File: config.mk
export PLATFORM = sky130hd
export DESIGN_NAME = multicycle_core
export DESIGN_NICKNAME = d
export VERILOG_FILES = /design/src/rtl/multicycle_core.sv
export SDC_FILE = /design/constraint.sdc
export NUM_CORES = 2
export LEC_CHECK = 0
export BUFFER_PORTS_ARGS = -buffer_cell sky130_fd_sc_hd__buf_2
export CORE_MARGIN = 5
export CORE_UTILIZATION = 40
export DETAILED_ROUTE_END_ITERATION = 10
export PLACE_DENSITY_LB_ADDON = 0.1
export SLEW_MARGIN = 20
export SYNTH_ARGS = -nofsm -noshare
export SYNTH_HDL_FRONTEND = slang
export SYNTH_SLANG_ARGS = --single-unit
File: constraint.sdc
create_clock -name clk -period 14.3 [get_ports clk]
set_input_delay 1.43 -clock clk [delete_from_list [all_inputs] [get_ports clk]]
set_output_delay 1.43 -clock clk [all_outputs]
set_load 0.05 [all_outputs]
File: src/rtl/multicycle_core.sv
// multicycle_core: RV32I-subset core that runs each instruction over several
// cycles (FETCH, DECODE, EXEC, MEM, WB) through one shared memory port.
// Optional build macro: RV32E_EN (16-entry register file; register indices
// with bit 4 set are illegal and halt the core from DECODE).
//
// Memory handshake: the core holds mem_req high together with stable
// mem_addr/mem_we/mem_wdata until it samples mem_ready=1 on a rising edge;
// that edge completes exactly one access. mem_ready may be high in the same
// cycle mem_req rises, which gives a zero-wait access.
module multicycle_core #(
  parameter int          ADDR_WIDTH   = 32,
  parameter logic [31:0] RESET_VECTOR = 32'h0000_0000
) (
  input  logic                  clk,
  input  logic                  rst,
  output logic                  mem_req,
  output logic                  mem_we,
  output logic [ADDR_WIDTH-1:0] mem_addr,
  output logic [31:0]           mem_wdata,
  input  logic [31:0]           mem_rdata,
  input  logic                  mem_ready,
  output logic [31:0]           a0,
  output logic                  retire,
  output logic                  halted
);

`ifdef RV32E_EN
  localparam int NREGS = 16;
  localparam int RAW   = 4;
`else
  localparam int NREGS = 32;
  localparam int RAW   = 5;
`endif

  typedef enum logic [2:0] {
    S_FETCH,
    S_DECODE,
    S_EXEC,
    S_MEM,
    S_WB,
    S_HALT
  } state_t;

  state_t      state, next_state;
  logic [31:0] pc, ir, a_reg, b_reg, alu_out, mdr;
  logic [31:0] rf [NREGS];

  // Instruction fields
  logic [6:0] opcode, funct7;
  logic [2:0] funct3;
  logic [4:0] rd_f, rs1_f, rs2_f;

  assign opcode = ir[6:0];
  assign rd_f   = ir[11:7];
  assign funct3 = ir[14:12];
  assign rs1_f  = ir[19:15];
  assign rs2_f  = ir[24:20];
  assign funct7 = ir[31:25];

  // Decoded instruction class
  logic is_r, is_i, is_lw, is_sw, is_br, is_jal, is_jalr, is_lui, legal;
  logic [31:0] imm, alu_b, alu_res, ls_addr, br_target, jmp_target;
  logic        br_taken;

  // Control strobes from the sequencer to the datapath
  logic        req_c, we_c, ret_c;
  logic [31:0] addr_c, wdata_c;
  logic        ir_we, ab_we, alu_we, mdr_we, pc_we, rf_we;
  logic [31:0] alu_in, pc_next, rf_wdata;

  // Instruction decode, legality check and immediate generation
  always_comb begin
    is_r    = (opcode == 7'b0110011) &&
              ((funct7 == 7'b0000000 && (funct3 == 3'b000 || funct3 == 3'b111 ||
                                         funct3 == 3'b110 || funct3 == 3'b010)) ||
               (funct7 == 7'b0100000 && funct3 == 3'b000));
    is_i    = (opcode == 7'b0010011) &&
              (funct3 == 3'b000 || funct3 == 3'b111 || funct3 == 3'b110 || funct3 == 3'b010);
    is_lw   = (opcode == 7'b0000011) && (funct3 == 3'b010);
    is_sw   = (opcode == 7'b0100011) && (funct3 == 3'b010);
    is_br   = (opcode == 7'b1100011) && (funct3 == 3'b000 || funct3 == 3'b001);
    is_jal  = (opcode == 7'b1101111);
    is_jalr = (opcode == 7'b1100111) && (funct3 == 3'b000);
    is_lui  = (opcode == 7'b0110111);
    legal   = is_r | is_i | is_lw | is_sw | is_br | is_jal | is_jalr | is_lui;
`ifdef RV32E_EN
    // Only the register fields an instruction actually uses are checked.
    if (((is_r | is_i | is_lw | is_sw | is_br | is_jalr) & rs1_f[4]) |
        ((is_r | is_sw | is_br) & rs2_f[4]) |
        ((is_r | is_i | is_lw | is_jal | is_jalr | is_lui) & rd_f[4]))
      legal = 1'b0;
`endif
    if (is_sw)
      imm = {{20{ir[31]}}, ir[31:25], ir[11:7]};
    else if (is_br)
      imm = {{19{ir[31]}}, ir[31], ir[7], ir[30:25], ir[11:8], 1'b0};
    else if (is_jal)
      imm = {{11{ir[31]}}, ir[31], ir[19:12], ir[20], ir[30:21], 1'b0};
    else if (is_lui)
      imm = {ir[31:12], 12'h000};
    else
      imm = {{20{ir[31]}}, ir[31:20]};
  end

  // ALU and address/target arithmetic, all modulo 2^32
  always_comb begin
    alu_b = is_r ? b_reg : imm;
    case (funct3)
      3'b000:  alu_res = (is_r && funct7[5]) ? (a_reg - alu_b) : (a_reg + alu_b);
      3'b111:  alu_res = a_reg & alu_b;
      3'b110:  alu_res = a_reg | alu_b;
      3'b010:  alu_res = {31'b0, ($signed(a_reg) < $signed(alu_b))};
      default: alu_res = 32'h0;
    endcase
    ls_addr    = a_reg + imm;
    br_target  = pc + imm;
    br_taken   = (funct3 == 3'b000) ? (a_reg == b_reg) : (a_reg != b_reg);
    jmp_target = is_jalr ? {ls_addr[31:1], 1'b0} : br_target;
  end

  // State register
  always_ff @(posedge clk) begin
    if (rst) state <= S_FETCH;
    else     state <= next_state;
  end

  // Sequencer: next state, memory port drive and datapath strobes
  always_comb begin
    next_state = state;
    req_c      = 1'b0;
    we_c       = 1'b0;
    ret_c      = 1'b0;
    addr_c     = 32'h0;
    wdata_c    = 32'h0;
    ir_we      = 1'b0;
    ab_we      = 1'b0;
    alu_we     = 1'b0;
    mdr_we     = 1'b0;
    pc_we      = 1'b0;
    rf_we      = 1'b0;
    alu_in     = alu_res;
    pc_next    = pc + 32'd4;
    rf_wdata   = alu_out;
    case (state)
      S_FETCH: begin
        req_c  = 1'b1;
        addr_c = pc;
        if (mem_ready) begin
          ir_we      = 1'b1;
          next_state = S_DECODE;
        end
      end
      S_DECODE: begin
        ab_we      = 1'b1;
        next_state = legal ? S_EXEC : S_HALT;
      end
      S_EXEC: begin
        if (is_r || is_i || is_lui) begin
          alu_we     = 1'b1;
          alu_in     = is_lui ? imm : alu_res;
          next_state = S_WB;
        end else if (is_lw || is_sw) begin
          alu_we     = 1'b1;
          alu_in     = ls_addr;
          next_state = (ls_addr[1:0] == 2'b00) ? S_MEM : S_HALT;
        end else if (is_br) begin
          if (br_taken && br_target[1]) begin
            next_state = S_HALT;
          end else begin
            pc_we      = 1'b1;
            pc_next    = br_taken ? br_target : (pc + 32'd4);
            ret_c      = 1'b1;
            next_state = S_FETCH;
          end
        end else begin
          // jal / jalr: a target with bit 1 set halts without writing rd.
          if (jmp_target[1]) begin
            next_state = S_HALT;
          end else begin
            rf_we      = 1'b1;
            rf_wdata   = pc + 32'd4;
            pc_we      = 1'b1;
            pc_next    = jmp_target;
            ret_c      = 1'b1;
            next_state = S_FETCH;
          end
        end
      end
      S_MEM: begin
        req_c   = 1'b1;
        we_c    = is_sw;
        addr_c  = alu_out;
        wdata_c = b_reg;
        if (mem_ready) begin
          if (is_sw) begin
            pc_we      = 1'b1;
            ret_c      = 1'b1;
            next_state = S_FETCH;
          end else begin
            mdr_we     = 1'b1;
            next_state = S_WB;
          end
        end
      end
      S_WB: begin
        rf_we      = 1'b1;
        rf_wdata   = is_lw ? mdr : alu_out;
        pc_we      = 1'b1;
        ret_c      = 1'b1;
        next_state = S_FETCH;
      end
      default: next_state = S_HALT;
    endcase
  end

  // Datapath registers
  always_ff @(posedge clk) begin
    if (rst) begin
      pc      <= RESET_VECTOR;
      ir      <= 32'h0;
      a_reg   <= 32'h0;
      b_reg   <= 32'h0;
      alu_out <= 32'h0;
      mdr     <= 32'h0;
    end else begin
      if (ir_we)  ir      <= mem_rdata;
      if (ab_we) begin
        a_reg <= rf[rs1_f[RAW-1:0]];
        b_reg <= rf[rs2_f[RAW-1:0]];
      end
      if (alu_we) alu_out <= alu_in;
      if (mdr_we) mdr     <= mem_rdata;
      if (pc_we)  pc      <= pc_next;
    end
  end

  // Register file; entry 0 is never written so x0 always reads 0
  always_ff @(posedge clk) begin
    if (rst) begin
      for (int i = 0; i < NREGS; i++) rf[i] <= 32'h0;
    end else if (rf_we && rd_f != 5'd0) begin
      rf[rd_f[RAW-1:0]] <= rf_wdata;
    end
  end

  // Outputs; reset and HALT keep the port quiescent
  always_comb begin
    mem_req   = req_c & ~rst;
    mem_we    = we_c & ~rst;
    mem_addr  = addr_c[ADDR_WIDTH-1:0];
    mem_wdata = wdata_c;
    retire    = ret_c & ~rst;
    halted    = (state == S_HALT) & ~rst;
    a0        = rf[10];
  end

endmodule

==> results by group <==
Outcome
  • Status: completed

STA
  • Fin crit period: 7.68 ns
  • RSZ-0062 raised after global routing: false
  • Clock Skew: 0.0514 ns
  • Final Hold Viols: 0
  • Post-route setup TNS: 0 ns
  • Period utilisation layout: 0.537
  • Final setup violation count: 0
  • Max Clock Freq: 130 MHz
  • Slew Viols, Final: 0
  • Fin Hold WS: 0.470 ns
  • Slew @ Worst Pin: 1.13 ns
  • Worst relative slew slack: 0.225

Layout
  • Reg area: 34700 sq um
  • Final design area excluding fillers: 77900 sq um
  • Fillers: 15946
  • Area growth, synth to finish: 12.0%
  • Commonest cells after routing, fill and taps aside: nor2_1, edfxtp_1, mux4_2
  • Most common cell after layout, fill and taps aside: nor2_1
  • Max reg flops: 1024
  • Fin nets: 5840
  • Fraction of layout cells with a size suffix above 1: 0.221
  • Largest Register: rf
  • Multi-input logic area: 33300 sq um
  • Fin util: 0.449

Place
  • RePlAce Congestion: 0.974
  • Port Buffers: 134
  • Hpwl dp: 193000 um
  • Post-DP Area: 73300 sq um

Logic synthesis
  • Top cell type's share of synthesized area: 0.442
  • Dominant cells by area after synthesis: edfxtp_1, mux4_2, nor2_1
  • Syn avg cell area: 12.2 sq um
  • Post-Synthesis Cells: 5699
  • Synth async-reset ratio: 0
  • Synth warn: 0
  • Post-synthesis sequential area ratio: 0.498
  • Post-synth EDFFs: 1024
  • Post-synth top area cell: edfxtp_1
  • Most common flop cell mapped by yosys: edfxtp_1
  • Post-Syn Area: 69600 sq um
  • Number of synthesized register bits: 1218
  • Cell variety after synth: 91

Global routing
  • Initial antenna violation count: 11
  • Total grt overflow: 0
  • Total GRT Usage: 0.305
  • Vias in the first global route: 48971
  • First-pass GRT wire length: 391000 um
  • Largest net degree at the start of global routing: 127

Clock network
  • Clock net sink count: 1218
  • Setup bufs post-CTS: 0
  • CTS Hold Bufs: 0
  • CTS buffer count: 142
  • Post-cts repair resize count: 0
  • CTS tree: yes
  • Clock latency on the worst-skew pair: 0.81 ns
  • Clk pin slew, worst setup/hold paths: 0.06 ns
  • Htree depth: 4
  • Max clock buf depth: 3
  • Clock root cell: clkbuf_16

Hold path
  • Worst Hold Class: reg -> reg

Floorplan
  • Die Span Y: 427 um
  • Site Rows: 153
  • Die area: 182000 sq um
  • Die Width: 427 um
  • I/O Pins: 135
  • Core area: 173000 sq um
  • Starting Density: 0.401

Power and ir drop
  • Internal power: 0.00664 W
  • Sw Ratio: 0.283
  • Clock power frac: 0.402
  • PwrDens: 119 nW/um^2
  • Net Sw Power: 0.00262 W
  • Sequential share of power: 0.445
  • Worst IR Drop VDD: 0.120 mV
  • Static leakage: 25.9 nW
  • Power Total: 0.00926 W
  • Comb power frac: 0.153

Worst setup path
  • CP cell instances: nor4bb_2, nand2_1, nand4_1, nand2_1, ha_1, inv_1, fa_1, inv_1, nor4_2, buf_4, o21bai_2, a31oi_1, nor2_1, nor2_1, buf_2
  • CP Launch Type: flop
  • Crit-path slowest cell: nor4bb_2
  • Critical Path RT: 12.87 ns
  • CP top delay family: simple AND/OR/NAND/NOR gates
  • Worst setup EP type: output port
  • Largest stage delay, worst path: 0.80 ns
  • Buf/Inv on CP: 4
  • Critical Path AT: 6.25 ns
  • WS Path Type: reg -> out
  • CP Max Fanout: 21

Drt
  • DR vias: 50381
  • Drt pass-1 iters: 6
  • Via density: 6.23
  • Iteration-0 DRC Markers: 6050
  • Post-Route WL: 281000 um
  • ANT nets after route: 0
  • Wire per inst: 34.8 um
  • DR DRC count: 0

Job
  • Maxcap violations: 0
-- worst reg2reg max path, delay by kind of cell, from the launching register on --
| kind | cells | cell delay [ns] |
|---|---|---|
| AO/OA/AOI/OAI | 11 | 3.69 |
| adder cells (fa/ha/maj) | 1 | 0.26 |
| buffers and inverters | 1 | 0.08 |
| flip-flops | 1 | 0.40 |
| AND/OR/NAND/NOR | 6 | 2.54 |
-- cell usage after synthesis (52+ instances only) --
library cell,instances
xnor2_1,107
ha_1,160
inv_1,126
edfxtp_1,1024
mux4_2,640
nand2b_1,52
nor3_1,63
a211oi_1,99
nand2_1,359
a221oi_1,56
o21ai_0,122
dfxtp_1,194
clkbuf_1,383
a21oi_1,227
nor2_1,1260
buf_1,56
a21o_1,64
mux2i_1,71
buf_2,75
nand3_1,63
-- cell type report --
| class | count | area share |
|---|---|---|
| clock inverters | 68 | 0.0107 |
| multi-input cells | 3869 | 0.427 |
| clock buffers | 190 | 0.0492 |
| diodes | 2 | 0.0000642 |
| well taps | 2325 | 0.0373 |
| flip-flops and latches | 1218 | 0.445 |
| repair buffers | 284 | 0.0245 |
| inverters | 127 | 0.00612 |
-- metrics by stage --
| stage | instances | setup WS (ns) |
|---|---|---|
| after floorplan | 5730 | 8.53 |
| after global placement | 7823 | 6.99 |
| after detailed placement | 7823 | 7.36 |
| after CTS | 8081 | 6.67 |
| after global routing | 8081 | 6.23 |
| final | 8083 | 6.62 |
-- kinds of logic (layout without fill, tap and decap cells) --
kind of cell | after synthesis | in the layout | synth area share
and+or+nand+nor | 2001 | 2001 | 0.121
AOI/OAI and AO/OA | 809 | 809 | 0.0788
buffers and inverters | 643 | 669 | 0.0361
other | 1 | 34 | 0.0000539
adders and majority gates | 163 | 163 | 0.0296
DFF | 1218 | 1218 | 0.498
muxes | 712 | 712 | 0.218
xor gates and xnor gates | 152 | 152 | 0.0191
-- path summary, 6_finish.rpt --
| kind | startpoint | end | slack, ns | depth (start not counted) |
|---|---|---|---|---|
| setup / recovery | ir[3]$_SDFFE_PP0P_ | retire | 6.62 | 15 |
| hold / removal | ir[0]$_SDFFE_PP0P_ | ir[0]$_SDFFE_PP0P_ | 0.47 | 2 |
| setup reg to reg | ir[3]$_SDFFE_PP0P_ | alu_out[0]$_SDFFE_PP0P_ | 7.21 | 19 |
| hold reg to reg | ir[0]$_SDFFE_PP0P_ | ir[0]$_SDFFE_PP0P_ | 0.47 | 2 |
-- routing by layer --
metal | GRT usage | share of wire
met1 | 0.400 | 0.39
met2 | 0.488 | 0.47
met3 | 0.0416 | 0.068
met4 | 0.180 | 0.071
met5 | 0 | 0.000039
-- power groups by stage --
stage | Sequential, W | Clock (W) | Combinational, W
6_report | 0.00412 | 0.00372 | 0.00141
2_1_floorplan | 0.00412 | 0 | 0.000871
3_3_place_gp | 0.00419 | 0 | 0.00141
4_1_cts | 0.00412 | 0.00377 | 0.00141
5_1_grt | 0.00413 | 0.00391 | 0.00148
3_5_place_dp | 0.00419 | 0 | 0.00140
(Power assumes the default switching activity.)
